$ cat config.mk
export PLATFORM = sky130hd
export DESIGN_NAME = bubble_output_serializer
export DESIGN_NICKNAME = d
export VERILOG_FILES = /design/src/rtl/bubble_pkg.sv /design/src/rtl/tick_edge_detect.sv /design/src/rtl/bubble_output_serializer.sv
export SDC_FILE = /design/constraint.sdc
export NUM_CORES = 1
export LEC_CHECK = 0
export ABC_AREA = 1
export CAP_MARGIN = 5
export CORE_MARGIN = 4
export CORE_UTILIZATION = 43
export CTS_BUF_LIST = sky130_fd_sc_hd__clkbuf_8 sky130_fd_sc_hd__clkbuf_16
export CTS_CLUSTER_SIZE = 8
export DETAILED_ROUTE_END_ITERATION = 6
export GPL_TIMING_DRIVEN = 0
export PLACE_DENSITY = 0.9
export SLEW_MARGIN = 20
export SYNTH_ARGS = -nofsm -noshare
export SYNTH_HDL_FRONTEND = slang
export SYNTH_SLANG_ARGS = --single-unit
$ cat constraint.sdc
create_clock -name MCLK -period 1.2 [get_ports MCLK]
set_input_delay 0.24 -clock MCLK [delete_from_list [all_inputs] [get_ports MCLK]]
set_output_delay 0.24 -clock MCLK [all_outputs]
set_load 0.03 [all_outputs]
$ cat src/rtl/bubble_pkg.sv
// Shared definitions for the bubble output path: access type encodings,
// the invalid cycle marker and the serializer FSM state type.
package bubble_pkg;

    localparam logic [2:0] ACC_RST  = 3'b000;
    localparam logic [2:0] ACC_STBY = 3'b001;
    localparam logic [2:0] ACC_BOOT = 3'b110;
    localparam logic [2:0] ACC_USER = 3'b111;
    localparam logic [2:0] ACC_IDLE = 3'b100;
    localparam logic [2:0] ACC_SWAP = 3'b101;

    // Cycle number reported by the timing generator for invalid/preamble cycles
    localparam logic [12:0] BOUT_INVALID_CYCLE = 13'd8191;

    typedef enum logic [1:0] {
        S_IDLE  = 2'd0,
        S_REQ   = 2'd1,
        S_WAIT  = 2'd2,
        S_DRIVE = 2'd3
    } bout_state_e;

endpackage

$ cat src/rtl/tick_edge_detect.sv
// Quarter-cycle phase decoder for the bubble output serializer.
// cycle_start_o is a registered one-cycle strobe on a change of the ticks
// to 0; drive_win_o (ticks 1 or 2) and drive_end_o (ticks 3) qualify the
// data window directly from the live ticks so the data lines follow the
// phase with a single register stage.
module tick_edge_detect (
    input  logic       clk_i,
    input  logic       rst_ni,
    input  logic [1:0] ticks_i,
    output logic       cycle_start_o,
    output logic       drive_win_o,
    output logic       drive_end_o
);

    logic [1:0] ticks_q;
    logic       cycle_start_q;

    // Keep the previous phase and register the change-to-zero strobe
    always_ff @(posedge clk_i or negedge rst_ni) begin
        if (!rst_ni) begin
            ticks_q       <= 2'd3;
            cycle_start_q <= 1'b0;
        end else begin
            ticks_q       <= ticks_i;
            cycle_start_q <= (ticks_i == 2'd0) && (ticks_q != 2'd0);
        end
    end

    assign cycle_start_o = cycle_start_q;
    assign drive_win_o   = (ticks_i == 2'd1) || (ticks_i == 2'd2);
    assign drive_end_o   = (ticks_i == 2'd3);

endmodule

$ cat src/rtl/bubble_output_serializer.sv
// Bubble output serializer: for each valid bubble output cycle, fetches one
// byte from the page/boot buffer, selects a nibble and drives it onto DOUT
// during ticks 1-2. Optional fetch timeout with DERR pulse is built when the
// macro BOUT_TIMEOUT_EN is defined; otherwise DERR stays 0.
module bubble_output_serializer
    import bubble_pkg::*;
#(
    parameter int BUF_LAT_MAX = 100
) (
    input  logic        MCLK,
    input  logic        nRESET,
    input  logic [2:0]  ACCTYPE,
    input  logic [12:0] BOUTCYCLENUM,
    input  logic [1:0]  BOUTTICKS,
    output logic        BUF_RD,
    output logic [12:0] BUF_ADDR,
    input  logic        BUF_ACK,
    input  logic [7:0]  BUF_DATA,
    output logic [3:0]  DOUT,
    output logic        DERR
);

    bout_state_e state_q, state_d;
    logic [12:0] addr_q, addr_d;
    logic        sel_q, sel_d;
    logic [3:0]  nib_q, nib_d;
    logic [3:0]  dout_q, dout_d;
    logic        buf_rd_q, buf_rd_d;
    logic        derr_q, derr_d;

    logic        cycle_start;
    logic        drive_win;
    logic        drive_end;
    logic        start_evt;
    logic        tmo_hit;

    tick_edge_detect u_tick_edge_detect (
        .clk_i         (MCLK),
        .rst_ni        (nRESET),
        .ticks_i       (BOUTTICKS),
        .cycle_start_o (cycle_start),
        .drive_win_o   (drive_win),
        .drive_end_o   (drive_end)
    );

    // A fetch only starts for data-carrying access types with a real cycle number
    assign start_evt = cycle_start && ACCTYPE[1] && (BOUTCYCLENUM != BOUT_INVALID_CYCLE);

`ifdef BOUT_TIMEOUT_EN
    localparam int CNT_W = $clog2(BUF_LAT_MAX + 1);

    logic [CNT_W-1:0] cnt_q, cnt_d;

    assign tmo_hit = (cnt_q == CNT_W'(BUF_LAT_MAX - 1));

    // Count MCLKs spent waiting in S_REQ; restarts on every new request
    always_comb begin
        cnt_d = '0;
        if ((state_q == S_REQ) && !start_evt) begin
            cnt_d = cnt_q + 1'b1;
        end
    end

    // Timeout counter register
    always_ff @(posedge MCLK or negedge nRESET) begin
        if (!nRESET) begin
            cnt_q <= '0;
        end else begin
            cnt_q <= cnt_d;
        end
    end
`else
    assign tmo_hit = 1'b0;
`endif

    // Next state, latched request fields and next registered outputs
    always_comb begin
        state_d = state_q;
        addr_d  = addr_q;
        sel_d   = sel_q;
        nib_d   = nib_q;
        derr_d  = 1'b0;

        if (!ACCTYPE[1]) begin
            state_d = S_IDLE;
        end else if (start_evt) begin
            // Also covers a restart when the tick sequence glitches mid-fetch
            state_d = S_REQ;
            addr_d  = {(ACCTYPE == ACC_USER), BOUTCYCLENUM[12:1]};
            sel_d   = BOUTCYCLENUM[0];
        end else begin
            case (state_q)
                S_REQ: begin
                    if (drive_end) begin
                        state_d = S_IDLE;
                    end else if (BUF_ACK) begin
                        nib_d   = sel_q ? BUF_DATA[7:4] : BUF_DATA[3:0];
                        state_d = drive_win ? S_DRIVE : S_WAIT;
                    end else if (tmo_hit) begin
                        state_d = S_IDLE;
                        derr_d  = 1'b1;
                    end
                end
                S_WAIT: begin
                    if (drive_end) begin
                        state_d = S_IDLE;
                    end else if (drive_win) begin
                        state_d = S_DRIVE;
                    end
                end
                S_DRIVE: begin
                    if (drive_end) begin
                        state_d = S_IDLE;
                    end
                end
                default: state_d = S_IDLE;
            endcase
        end

        buf_rd_d = (state_d == S_REQ);
        dout_d   = ((state_d == S_DRIVE) && drive_win) ? nib_d : 4'd0;
    end

    // State and output registers
    always_ff @(posedge MCLK or negedge nRESET) begin
        if (!nRESET) begin
            state_q  <= S_IDLE;
            addr_q   <= 13'd0;
            sel_q    <= 1'b0;
            nib_q    <= 4'd0;
            dout_q   <= 4'd0;
            buf_rd_q <= 1'b0;
            derr_q   <= 1'b0;
        end else begin
            state_q  <= state_d;
            addr_q   <= addr_d;
            sel_q    <= sel_d;
            nib_q    <= nib_d;
            dout_q   <= dout_d;
            buf_rd_q <= buf_rd_d;
            derr_q   <= derr_d;
        end
    end

    assign BUF_RD   = buf_rd_q;
    assign BUF_ADDR = addr_q;
    assign DOUT     = dout_q;
    assign DERR     = derr_q;

endmodule

==> results of run 1 <==
cells by family after synthesis:
family                     count (synthesis)
muxes                                      4
buffers and inverters                     25
other                                      1
DFF                                       28
and+or+nand+nor                           79
AOI/OAI and AO/OA                          7
adders and majority gates                  2
final timing paths:
check	from	to	slack (ns)	cells past startpoint
min	BOUTTICKS[0]	u_tick_edge_detect.ticks_q[0]$_DFF_PN1_	0.20	1
min reg2reg	BUF_ADDR[6]$_DFFE_PN0P_	BUF_ADDR[6]$_DFFE_PN0P_	0.47	2
min in group asynchronous	nRESET	u_tick_edge_detect.cycle_start_o$_DFF_PN0_	0.51	2
max in group asynchronous	nRESET	BUF_ADDR[6]$_DFFE_PN0P_	0.29	2
max reg2reg	state_q[1]$_DFF_PN0_	DOUT[1]$_DFF_PN0_	-0.04	7
max	BUF_ACK	DOUT[1]$_DFF_PN0_	-0.06	7
where the power goes:
part	total [mW]	switching (mW)	internal, mW
clock	0.497	0.268	0.229
sequential	1.15	0.0707	1.08
combinational	0.623	0.391	0.232
total	2.27	0.729	1.54
flip-flops by register name, indices dropped and copies added (netlist names):
signal and cells:
state_q 2, u_tick_edge_detect.ticks_q 2, nib_q 4, sel_q 1
BUF_RD 1, BUF_ADDR 13, DOUT 4, u_tick_edge_detect.cycle_start_o 1
timing repair:
item / 4_1_cts / 5_1_grt
setup endpoints to repair: 43 / 28
setup buffers: 2 / 0
hold endpoints to repair: 26 / 0
hold buffers: 1 / 0
pin swaps: 8 / 7
gates resized for setup: 82 / 36
cloned: 0 / 0
routing by layer:
layer  vias up  wire length [um]  track usage, %
met5         -                 0               0
met4         0                28            4.61
met3         4               218            4.68
met2        36              1460            26.7
met1       505              1100            17.0
li1        549                 -               -
critical path, delay by kind of cell:
family        cells  cell delay [ns]
simple gates      6             0.72
buf+inv           1             0.50
cell usage after synthesis (2+ instances only):
library cell / instances / area share [%]
inv_1: 19 / 5.7
o21ai_0: 4 / 1.6
nand2_1: 47 / 14
dfstp_2: 2 / 4.2
nand3_1: 18 / 7.2
mux2i_1: 4 / 3.2
nand2_2: 2 / 0.99
nor2_1: 9 / 2.7
ha_1: 2 / 2.0
dfrtp_1: 26 / 52
buf_2: 2 / 0.80
clkbuf_1: 2 / 0.60
layout make-up:
class                           instances  area (sq um)  area share, %
Clock buffer                            3          41.3           2.28
Clock inverter                          1          3.75          0.207
Sequential cell                        28           703           38.8
Multi-Input combinational cell         93           489           27.0
Buffer                                  5          40.0           2.21
Inverter                               19          73.8           4.08
Timing Repair Buffer                   49           420           23.2
Tap cell                               31          38.8           2.14
==> run_results.csv, run 1 <==
group,metric,value,unit
flow_run,drv_cap,0,
synth,synthesis.area,1260,sq um
final_layout,fillers,251,
sta,whs,0.196,ns
cts,cts_tree,"yes",
place,gp_congestion,0.761,
final_layout,mostFrequentLayoutCells,"nand2_1 (41), dfrtp_1 (26), inv_1 (18), nand3_1 (18), buf_2 (15)",
cts,cts-buffers-inserted,3,
synth,yosysUniqueCellTypes,21,
final_layout,final_core_util,65.1,%
sta,fin_crit_sh,105,%
detailed_routing,via_per_inst,4.78,
grt,grt_antenna_before_repair,0,
pwr,p_leak,0.997,nW
final_layout,num_antenna_cells,0,
sta,period_minus_slack,1.26,ns
synth,synth_top_family_by_area,"simple AND/OR/NAND/NOR gates",
floorplanning,core,2780,sq um
detailed_routing,drt_wl_total,2800,um
pwr,ir_drop,0.853,mV
worst_setup_path,arrival,1.47,ns
synth,synthFlopType,"dfrtp_1",
sta,fin_setup_tns,-0.235,ns
synth,synth_edf_count,0,
synth,synth_compound_area_share,3.18,%
final_layout,syn2layout_area_growth,43.8,%
synth,syn_nets,177,
worst_setup_path,crit_slowest_cell,"clkdlybuf4s50_1",
worst_setup_path,crit_type,"in2reg",
synth,synthAdderAreaFrac,1.99,%
synth,synth.mux.area_fraction,3.18,%
grt,grt_pass1_wl,4770,um
synth,synth-seq-cells,28,
floorplanning,ios,48,
floorplanning,die_area,3860,sq um
cts,h-tree-depth,1,
detailed_routing,wire_per_inst,12.2,um
sta,report.final.slew_viol_count,0,
final_layout,final_cells,229,
floorplanning,start_util,45.3,%
sta,tightest_slew,0.613,ns
place,post-place-ws,-0.651,ns
worst_setup_path,crit_fanout,5,
grt,grt_max_degree,29,
cts,clockBufferDepth,2,
worst_setup_path,end_kind,"flip-flop",
detailed_routing,drt_iter0_markers,49,
cts,path_clk_slew,0.09,ns
synth,post_synth.cell_area_avg,8.62,sq um
worst_setup_path,worst_path_most_repeated_cell,"nand2_1",
worst_setup_path,startpoint_type,"input pin",
detailed_routing,num_vias,1094,
detailed_routing,drc,0,
synth,synth_cells,146,
floorplanning,fp.dieH,62.1,um
status,status,"complete, but fails checks",
sta,finalWorstSetupSlack,-0.0643,ns
floorplanning,die_w,62.1,um
floorplanning,num_rows,19,
worst_setup_path,path_cells,"clkdlybuf4s50_1, nand4_1, nor2_4, nand2_4, nand2_1, nand2_1, nor2_1",
cts,clk_latency,0.26,ns
synth,synth_simple_gate_area_share,26.9,%
synth,ys_seq_area_share,55.9,%
place,dp_cells,223,
worst_setup_path,cp.required,1.40,ns
sta,clock-skew-final,0.00311,ns
cts,cts_num_sinks,28,
status,violations,"setup timing",
pwr,total_power,2.27,mW
final_layout,layout.nets,230,
synth,synth_xor_area_share,0,%
detailed_routing,detail_route.first_pass.iterations,4,
min_path,worstHoldPathType,"in2reg",
place,placed_area,1750,sq um
place,portBuffers,46,
final_layout,drive_gt1_share,23.7,%
synth,synth_warnings,0,
synth,async_flop_share,100,%
grt,grt_overflow,0,
final_layout,finish.instance_area,1810,sq um
sta,relSlewSlack,59.1,%
sta,rsz0062_at_grt,"yes",
grt,first_global_vias,1145,
cts,cts-root-buf,"clkbuf_8",
final_layout,layout_commonest_cell,"nand2_1",
sta,setup_violations,8,
sta,timing.fmax,791,MHz
detailed_routing,drtAntennaViolNets,0,
grt,grt.total_usage,15.0,%
sta,hold_viol,0,
worst_setup_path,slowest_delay,0.50,ns
pwr,power_density,1250,nW/um^2
place,dp_hpwl,2060,um
No activity file was read; power rests on OpenSTA's default activity.
==> run 2, diff against run 1 <==
CAP_MARGIN = 20   (was 5)
CTS_CLUSTER_DIAMETER = 100   (was default)
==> results of run 2 <==
Same layout as run 1: the final DEF is identical, and so are final timing and power.
